### config.mk
export PLATFORM = sky130hd
export DESIGN_NAME = alarm_ctrl
export DESIGN_NICKNAME = d
export VERILOG_FILES = /design/src/rtl/alarm_pkg.sv /design/src/rtl/alarm_countdown.sv /design/src/rtl/alarm_ctrl.sv
export SDC_FILE = /design/constraint.sdc
export NUM_CORES = 1
export LEC_CHECK = 0
export ABC_AREA = 1
export BUFFER_PORTS_ARGS = -buffer_cell sky130_fd_sc_hd__buf_2
export CAP_MARGIN = 10
export CORE_MARGIN = 8
export CORE_UTILIZATION = 40
export DETAILED_ROUTE_END_ITERATION = 6
export PLACE_DENSITY_LB_ADDON = 0.15
export SYNTH_ARGS = -nofsm -noshare
export SYNTH_HDL_FRONTEND = slang
export SYNTH_SLANG_ARGS = --single-unit
### constraint.sdc
create_clock -name clk_1Hz -period 1.3 [get_ports clk_1Hz]
set_input_delay 0.065 -clock clk_1Hz [delete_from_list [all_inputs] [get_ports clk_1Hz]]
set_output_delay 0.065 -clock clk_1Hz [all_outputs]
set_load 0.05 [all_outputs]
### src/rtl/alarm_pkg.sv
`default_nettype none
// ============================================================================
// Module  : alarm_pkg
// Brief   : Shared widths, time limits, state encoding and helpers for the
//           alarm controller and its countdown sub-block.
// Revision: 1.0 - initial release
// ============================================================================
package alarm_pkg;

  // Time-of-day field widths as delivered by the time counter
  localparam int SEC_W  = 6;
  localparam int MIN_W  = 6;
  localparam int HRS_W  = 5;

  // Largest legal hour / minute values
  localparam int HRS_MAX = 23;
  localparam int MIN_MAX = 59;

  // Counter widths: snooze duration (1..511), ring duration (1..255),
  // snoozes used per alarm event (0..7)
  localparam int SNZ_W  = 9;
  localparam int RING_W = 8;
  localparam int USED_W = 3;

  // Externally visible state encoding
  typedef enum logic [1:0] {
    ST_IDLE    = 2'd0,
    ST_ARMED   = 2'd1,
    ST_RINGING = 2'd2,
    ST_SNOOZE  = 2'd3
  } alarm_state_e;

  // True when an hour/minute pair is a legal time of day
  function automatic logic time_valid(input logic [HRS_W-1:0] h,
                                      input logic [MIN_W-1:0] m);
    return (h <= HRS_W'(HRS_MAX)) && (m <= MIN_W'(MIN_MAX));
  endfunction

endpackage
`default_nettype wire

### src/rtl/alarm_countdown.sv
`default_nettype none
// ============================================================================
// Module  : alarm_countdown
// Brief   : Loadable down-counter with clear, enable and zero flag. Used for
//           both the ringing timeout and the snooze interval.
// Revision: 1.0 - initial release
// ============================================================================
module alarm_countdown #(
  parameter int WIDTH = 8
) (
  input  logic             clk_1Hz,
  input  logic             reset,
  input  logic             clr_i,
  input  logic             load_i,
  input  logic [WIDTH-1:0] load_val_i,
  input  logic             en_i,
  output logic [WIDTH-1:0] count_o,
  output logic             zero_o
);

  logic [WIDTH-1:0] count_q;
  logic [WIDTH-1:0] count_d;

  // Next count: clear beats load, load beats decrement; holds at zero
  always_comb begin
    count_d = count_q;
    if (clr_i) begin
      count_d = '0;
    end else if (load_i) begin
      count_d = load_val_i;
    end else if (en_i && (count_q != '0)) begin
      count_d = count_q - WIDTH'(1);
    end
  end

  // Count register, cleared asynchronously
  always_ff @(posedge clk_1Hz or posedge reset) begin
    if (reset) begin
      count_q <= '0;
    end else begin
      count_q <= count_d;
    end
  end

  assign count_o = count_q;
  assign zero_o  = (count_q == '0);

endmodule
`default_nettype wire

### src/rtl/alarm_ctrl.sv
`default_nettype none
// ============================================================================
// Module  : alarm_ctrl
// Brief   : Alarm clock controller. Stores an alarm time, rings the buzzer
//           when the time of day matches, auto-silences after RING_SECS and
//           optionally supports a limited number of snoozes.
// Config  : define ALARM_SNOOZE_EN to build the snooze feature; without it
//           the snooze input is ignored and snooze_left is tied to zero.
// Revision: 1.0 - initial release
// ============================================================================
module alarm_ctrl
  import alarm_pkg::*;
#(
  parameter int SNOOZE_SECS = 300,
  parameter int RING_SECS   = 60,
  parameter int MAX_SNOOZES = 3
) (
  input  logic             clk_1Hz,
  input  logic             reset,
  input  logic [SEC_W-1:0] sec,
  input  logic [MIN_W-1:0] min,
  input  logic [HRS_W-1:0] hrs,
  input  logic [HRS_W-1:0] set_hrs,
  input  logic [MIN_W-1:0] set_min,
  input  logic             set_load,
  input  logic             arm,
  input  logic             disarm,
  input  logic             stop,
  input  logic             snooze,
  output logic             buzzer,
  output logic [1:0]       alarm_state,
  output logic             alarm_hit,
  output logic [SNZ_W-1:0] snooze_left
);

  localparam logic [RING_W-1:0] RING_LOAD = RING_W'(RING_SECS);

  alarm_state_e     state_q;
  alarm_state_e     state_d;
  logic             alarm_hit_q;
  logic             alarm_hit_d;
  logic [HRS_W-1:0] alm_hrs_q;
  logic [MIN_W-1:0] alm_min_q;
  logic             match;

  logic              ring_load;
  logic              ring_clr;
  logic              ring_en;
  logic [RING_W-1:0] ring_count;
  logic              ring_zero;
  logic              ring_done;

`ifdef ALARM_SNOOZE_EN
  localparam logic [SNZ_W-1:0]  SNZ_LOAD = SNZ_W'(SNOOZE_SECS);
  localparam logic [USED_W-1:0] USED_MAX = USED_W'(MAX_SNOOZES);

  logic              snz_load;
  logic              snz_clr;
  logic              snz_en;
  logic [SNZ_W-1:0]  snz_count;
  logic              snz_zero;
  logic              snz_done;
  logic              snooze_ok;
  logic [USED_W-1:0] snoozes_used_q;
  logic [USED_W-1:0] snoozes_used_d;
`endif

  // Alarm fires only at the top of the matching minute
  assign match = (hrs == alm_hrs_q) && (min == alm_min_q) && (sec == '0);

  // The count==0 term covers a count that somehow never reached one
  assign ring_done = (ring_count == RING_W'(1)) || ring_zero;

  alarm_countdown #(
    .WIDTH (RING_W)
  ) u_ring_cnt (
    .clk_1Hz    (clk_1Hz),
    .reset      (reset),
    .clr_i      (ring_clr),
    .load_i     (ring_load),
    .load_val_i (RING_LOAD),
    .en_i       (ring_en),
    .count_o    (ring_count),
    .zero_o     (ring_zero)
  );

`ifdef ALARM_SNOOZE_EN
  assign snooze_ok = snooze && (snoozes_used_q < USED_MAX);
  assign snz_done  = (snz_count == SNZ_W'(1)) || snz_zero;

  alarm_countdown #(
    .WIDTH (SNZ_W)
  ) u_snz_cnt (
    .clk_1Hz    (clk_1Hz),
    .reset      (reset),
    .clr_i      (snz_clr),
    .load_i     (snz_load),
    .load_val_i (SNZ_LOAD),
    .en_i       (snz_en),
    .count_o    (snz_count),
    .zero_o     (snz_zero)
  );

  assign snooze_left = (state_q == ST_SNOOZE) ? snz_count : '0;

  // Snoozes consumed during the current alarm event
  always_ff @(posedge clk_1Hz or posedge reset) begin
    if (reset) begin
      snoozes_used_q <= '0;
    end else begin
      snoozes_used_q <= snoozes_used_d;
    end
  end
`else
  // Snooze feature absent: input and snooze parameters have no effect
  logic unused_snooze;
  assign unused_snooze = ^{snooze, SNZ_W'(SNOOZE_SECS), USED_W'(MAX_SNOOZES)};
  assign snooze_left   = '0;
`endif

  // Alarm time registers; out-of-range load requests are dropped
  always_ff @(posedge clk_1Hz or posedge reset) begin
    if (reset) begin
      alm_hrs_q <= '0;
      alm_min_q <= '0;
    end else if (set_load && time_valid(set_hrs, set_min)) begin
      alm_hrs_q <= set_hrs;
      alm_min_q <= set_min;
    end
  end

  // State and hit-pulse registers
  always_ff @(posedge clk_1Hz or posedge reset) begin
    if (reset) begin
      state_q     <= ST_IDLE;
      alarm_hit_q <= 1'b0;
    end else begin
      state_q     <= state_d;
      alarm_hit_q <= alarm_hit_d;
    end
  end

  // Next state and counter controls; priority disarm > stop > snooze > arm >
  // match > timeouts
  always_comb begin
    state_d     = state_q;
    alarm_hit_d = 1'b0;
    ring_load   = 1'b0;
    ring_clr    = 1'b0;
    ring_en     = 1'b0;
`ifdef ALARM_SNOOZE_EN
    snz_load       = 1'b0;
    snz_clr        = 1'b0;
    snz_en         = 1'b0;
    snoozes_used_d = snoozes_used_q;
`endif
    case (state_q)
      ST_IDLE: begin
        if (!disarm && arm) begin
          state_d = ST_ARMED;
        end
      end
      ST_ARMED: begin
        if (disarm) begin
          state_d = ST_IDLE;
        end else if (match) begin
          state_d     = ST_RINGING;
          alarm_hit_d = 1'b1;
          ring_load   = 1'b1;
`ifdef ALARM_SNOOZE_EN
          snoozes_used_d = '0;
`endif
        end
      end
      ST_RINGING: begin
        if (disarm) begin
          state_d  = ST_IDLE;
          ring_clr = 1'b1;
`ifdef ALARM_SNOOZE_EN
          snoozes_used_d = '0;
`endif
        end else if (stop) begin
          state_d  = ST_ARMED;
          ring_clr = 1'b1;
`ifdef ALARM_SNOOZE_EN
          snoozes_used_d = '0;
        end else if (snooze_ok) begin
          state_d        = ST_SNOOZE;
          ring_clr       = 1'b1;
          snz_load       = 1'b1;
          snoozes_used_d = snoozes_used_q + USED_W'(1);
`endif
        end else if (ring_done) begin
          // Auto-silence: stay armed for the next day
          state_d  = ST_ARMED;
          ring_clr = 1'b1;
        end else begin
          ring_en = 1'b1;
        end
      end
`ifdef ALARM_SNOOZE_EN
      ST_SNOOZE: begin
        if (disarm) begin
          state_d        = ST_IDLE;
          snz_clr        = 1'b1;
          snoozes_used_d = '0;
        end else if (stop) begin
          state_d        = ST_ARMED;
          snz_clr        = 1'b1;
          snoozes_used_d = '0;
        end else if (snz_done) begin
          // Resume ringing with a fresh ring period, no hit pulse
          state_d   = ST_RINGING;
          snz_clr   = 1'b1;
          ring_load = 1'b1;
        end else begin
          snz_en = 1'b1;
        end
      end
`endif
      default: begin
        state_d = ST_IDLE;
      end
    endcase
  end

  assign buzzer      = (state_q == ST_RINGING);
  assign alarm_state = state_q;
  assign alarm_hit   = alarm_hit_q;

endmodule
`default_nettype wire

Yosys cells after proc, flatten, opt, wreduce, memory -nomap -nowiden
Index checks and enable logic that the tools add are counted. W data, S select, Z words.

Bits in registers: 22. Input port bits: 35. Output and inout port bits: 13. Logic and storage cells: 51.

$add $sub $neg: 1. Order comparisons: 2. Equal/unequal tests: 8. Muxes and demuxes: 21. Reduce and logical (&&, ||, !) cells: 14.

Operator list (count): $mux W8 (3); $mux W2 (6); $mux W1 (11); $eq A8 B1 Y1 const B (1); $logic_not A8 Y1 (1); $reduce_bool A8 Y1 (1); $sub A8 B1 Y8 const B (1); $eq A6 B6 Y1 (1); $le A6 B6 Y1 const B (1); $logic_and A1 B1 Y1 (6); $logic_not A6 Y1 (1); $pmux W2 S3 (1); $eq A5 B5 Y1 (1); $le A5 B5 Y1 const B (1); $ne A4 B3 Y1 const B (1); $ne A3 B3 Y1 const B (1); $reduce_and A3 Y1 (1); $reduce_bool A3 Y1 (1); $eq A2 B1 Y1 const B (1); $eq A2 B2 Y1 const B (1); $logic_not A2 Y1 (1); $ne A2 B2 Y1 const B (1); $logic_not A1 Y1 (1); $logic_or A1 B1 Y1 (1).

Longest topological paths before layout
Depth after elaboration: 10. Depth in mapped cells: 11.

By module
Synthesis repeated with hierarchy kept, for this count alone.

Cells, all modules: 232. Area, all modules: 1515.2 µm².

By module, submodules not included: alarm_ctrl (instances 1, cells each 140, area an instance 928.4 µm²); alarm_countdown (instances 1, cells each 92, area an instance 586.8 µm²).

Worst setup path before layout
No wires, ideal clock.

Path type: register to register. Start point: register state_q[1], in the netlist alarm_state[1]. End point: register u_ring_cnt.count_q[2], in the netlist u_ring_cnt.count_o[2]. Setup time: 0.065 ns. Data arrival time: 1.676 ns. Data required time: 1.235 ns. Setup slack: -0.441 ns. Stages on the path, launching flop included: 9. Clock period less this slack: 1.741 ns. Cells stage by stage: dfrtp_1 inv_1 nor2_4 inv_2 a21oi_1 o21ai_0 nand2_2 nand2_1 nand2_1.

Word-level cells in the longest chain between the ends: 4. Elaborated cells on any way between the ends: 9.

Ends and longest elaborated chain: from (decl) (RTL line alarm_ctrl.sv:38) `alarm_state_e state_q;`; from (signal assigned) (RTL line alarm_ctrl.sv:138) `state_q <= state_d;`; $eq A2 B2 Y1 *; named net buzzer (RTL line alarm_ctrl.sv:30) `output logic buzzer,`; $mux W1 (RTL line alarm_ctrl.sv:157) `case (state_q)`; $logic_and A1 B1 Y1 (RTL line alarm_countdown.sv:31) `end else if (en_i && (count_q != '0)) begin`; $reduce_bool A3 Y1 (no source line); to (signal assigned) (RTL line alarm_countdown.sv:41) `count_q <= count_d;`; to (decl) (RTL line alarm_countdown.sv:21) `logic [WIDTH-1:0] count_q;`.

Mark *: on every way through the listed nets, which the timed path passes. The rest lies on a longest branch. A chain may end at the register's enable or synchronous reset.

Worst setup path in the final report
Start point: register alm_hrs_q[2]. End point: register u_ring_cnt.count_q[4], in the netlist u_ring_cnt.count_o[4].

Word-level cells in the longest chain between the ends: 8. Elaborated cells on any way between the ends: 9.

Ends and longest elaborated chain: from (decl) (RTL line alarm_ctrl.sv:42) `logic [HRS_W-1:0] alm_hrs_q;`; from (signal assigned) (RTL line alarm_ctrl.sv:127) `alm_hrs_q <= set_hrs;`; $eq A5 B5 Y1 * (RTL line alarm_ctrl.sv:69) `assign match = (hrs == alm_hrs_q) && (min == alm_min_q) && (sec == '0);`; $logic_and A1 B1 Y1 * (2 in series) (RTL line alarm_ctrl.sv:69); $mux W1 * (RTL line alarm_ctrl.sv:166) `end else if (match) begin`; $mux W1 * (RTL line alarm_ctrl.sv:164) `if (disarm) begin`; $mux W1 * (RTL line alarm_ctrl.sv:157); $mux W8 (RTL line alarm_countdown.sv:29) `end else if (load_i) begin`; $mux W8 (RTL line alarm_countdown.sv:27) `if (clr_i) begin`.

Mark *: on every way between the ends. The rest lies on a longest branch, timed or not.

==> flow_summary_export.csv <==
group,metric,value,unit
run_status,outcome,"finished, violations left",
run_status,violations,"setup timing",
power_and_ir_drop,power_leakage,1.16,nW
route,routed_wl,3560,um
route,ant_nets,0,
global_routing,grt-ovfl-total,0,
route,routedWlPerCell,10.9,um
clock_tree,clkTransAtPathRegs,0.14,ns
route,vias_per_cell,4.35,
clock_tree,h-tree-depth,1,
synth,syn_area,0.00143,mm2
min_path,whs_endpoint,"alm_min_q[0]$_DFFE_PP0P_",
synth,synthCells,209,
critical_path,worstPathMaxFanout,4,
floorplanning,std_cell_rows,21,
synth,synth.area.top_cells,"dfrtp_1 (38%), nand2_1 (18%), inv_1 (8.1%)",
synth,synth-main-ff-cell,"dfrtp_1",
timing,skew,0.0166,ns
layout,final_nets,320,
power_and_ir_drop,irDropWorstVdd,0.000453,V
timing,whs,0.0128,ns
clock_tree,cts_buffers,3,
route,drc,0,
timing,setup_slack,-0.135,ns
synth,avgSynthCellArea,6.85,um2
layout,area_growth,43.0,%
clock_tree,clockBufferDepth,2,
synth,yosys.cell_types.count,26,
route,vias,1423,
route,initialDrtViolationCount,37,
floorplanning,io_pins,48,
timing,rsz0062_at_grt,"true",
floorplanning,core,0.00339,mm2
timing,fin_tns_setup,-0.958,ns
synth,ys_top_cells_by_count,"nand2_1 (68), inv_1 (31), nor2_1 (24), dfrtp_1 (22), nand3_1 (11)",
global_routing,grt_pass1_vias,1413,
global_routing,antenna_found_initial,0,
timing,fin_crit,1.44,ns
floorplanning,dieWidth,75.8,um
global_routing,busiest_layer,"met2",
global_routing,met3_usage,2.11,%
critical_path,r2r_slack,-0.14,ns
critical_path,r2r_cells,9,
placed_design,post_dp_cell_area,0.00176,mm2
synth,synth_top_area_share,38.4,%
critical_path,r2r-start,"alm_hrs_q[2]$_DFFE_PP0P_",
synth,yosysTopAreaCell,"dfrtp_1",
layout,num_antenna_cells,0,
timing,fmax,697,MHz
critical_path,cp_data_required_time,1.50,ns
placed_design,port_buffers,37,
layout,drive_gt1_share,37.0,%
critical_path,reg2reg_to,"u_ring_cnt.count_o[4]$_DFFE_PP0P_",
floorplanning,start_util,42.3,%
critical_path,cp_data_arrival_time,1.64,ns
layout,fin_util,60.4,%
global_routing,use_met2,22.4,%
clock_tree,cts_sinks,22,
timing,slew_viol_final,0,
global_routing,grt_start_max_net_pins,23,
critical_path,cp-end-kind,"flop",
critical_path,cp-start-kind,"flop",
placed_design,dp.final_hpwl,2580,um
power_and_ir_drop,p_per_area,883,mW/mm2
min_path,hp-start,"set_min[0]",
job,drv_cap,0,
clock_tree,cts_root_buf,"clkbuf_4",
placed_design,dp_slack,-0.0853,ns
synth,yosysMostFrequentCell,"nand2_1",
timing,fin_crit_sh,110,%
synth,ys_seq_area_share,38.4,%
global_routing,grt_util_met1,14.9,%
min_path,hold_path_depth,3,
route,first_pass_iters,4,
floorplanning,dieArea,0.00575,mm2
global_routing,grt_usage,12.6,%
clock_tree,cts_tree,"built",
layout,fin_area,0.00205,mm2
synth,ys_ff_latch,22,
placed_design,gp_congestion,0.815,
global_routing,grt_pass1_wl,5730,um
timing,hold_viol_final,0,
floorplanning,dieHeight,75.8,um
synth,yosys_warnings,0,
timing,finalSetupViolCount,11,
min_path,hold_path_class,"input pin to flop",
critical_path,critPathKind,"flop to flop",
synth,async_flop_share,100,%
synth,synth_edf_count,0,
clock_tree,clk_latency,0.31,ns
==> power breakdown <==
part           internal [mW]  switching (mW)
clock                  0.312           0.221
sequential             0.749          0.0515
combinational          0.182           0.294
==> how the worst max path moves through the flow <==
stage,start,to,cells past startpoint
after floorplan,alarm_state[1]$_DFFE_PP0P_,u_ring_cnt.count_o[2]$_DFFE_PP0P_,8
after global placement,alm_hrs_q[2]$_DFFE_PP0P_,u_ring_cnt.count_o[4]$_DFFE_PP0P_,8
after detailed placement,u_ring_cnt.count_o[0]$_DFFE_PP0P_,alarm_state[0]$_DFFE_PP0P_,7
after CTS,alm_hrs_q[2]$_DFFE_PP0P_,u_ring_cnt.count_o[1]$_DFFE_PP0P_,9
after global routing,alm_hrs_q[0]$_DFFE_PP0P_,u_ring_cnt.count_o[5]$_DFFE_PP0P_,11
final,alm_hrs_q[2]$_DFFE_PP0P_,u_ring_cnt.count_o[4]$_DFFE_PP0P_,9
==> through the flow <==
stage | std cells | total power, mW
final | 327 | 1.81
after global routing | 327 | 1.91
after CTS | 321 | 1.81
after detailed placement | 307 | 1.25
after global placement | 307 | 1.24
after floorplan | 217 | 1.14
==> routing by layer <==
layer	up-vias	part of all wire, %
met4	0	0.56
met2	35	48
met5	-	0
li1	765	-
met3	2	6.5
met1	621	45
==> worst max-delay path: stages (launching register included) <==
cell and delay (ns):
dfrtp_1 0.42, nand2_1 0.08, nand2_1 0.05, nor2_1 0.12, nand2_1 0.08, nor2_2 0.14, nand3_2 0.13, buf_4 0.18
nand3_1 0.06, nand2_1 0.06
==> registers in the layout, summed over array words and instances, names as in the netlist <==
| signal | flops |
|---|---|
| alarm_hit | 1 |
| alm_min_q | 6 |
| alarm_state | 2 |
| alm_hrs_q | 5 |
| u_ring_cnt.count_o | 8 |
==> what timing repair did <==
item                       4_1_cts  5_1_grt
hold endpoints to repair        29        0
hold buffers                     8        0
buffers inserted                 2        6
resized for setup               10       19
pin swaps                        2       13
setup endpoints to repair       10       13
cloned                           0        1
==> layout make-up <==
cell class | count | area (um2)
fillers | 309 | 1340
clock buffers | 3 | 22.5
clock inverters | 1 | 30.0
inverters | 33 | 126
flip-flops and latches | 22 | 553
well taps | 46 | 57.6
repair buffers | 71 | 478
multi-input cells | 151 | 781
==> logic make-up after synthesis <==
| logic type | after synthesis | share of synthesized area [%] |
|---|---|---|
| and+or+nand+nor | 115 | 33.9 |
| buffers and inverters | 44 | 14.9 |
| DFF | 22 | 38.4 |
| AOI/OAI and AO/OA | 21 | 8.03 |
| xor gates and xnor gates | 3 | 1.83 |
| adders and majority gates | 3 | 2.62 |
| other | 1 | 0.262 |
==> placed cells by master (no fill, tap or decap), types with 5 or more instances in the layout <==
| master | netlist | routed |
|---|---|---|
| conb_1 | 1 | 9 |
| dfrtp_1 | 22 | 20 |
| buf_4 | 9 | 24 |
| nor2_1 | 24 | 20 |
| inv_2 | 2 | 5 |
| dlygate4sd3_1 | 0 | 8 |
| a21oi_1 | 9 | 8 |
| buf_2 | 0 | 36 |
| nor2_2 | 3 | 6 |
| inv_1 | 31 | 27 |
| nand3_1 | 11 | 8 |
| nand2_2 | 2 | 7 |
| nand2_1 | 68 | 63 |
Power figures use the tool's default switching activity.
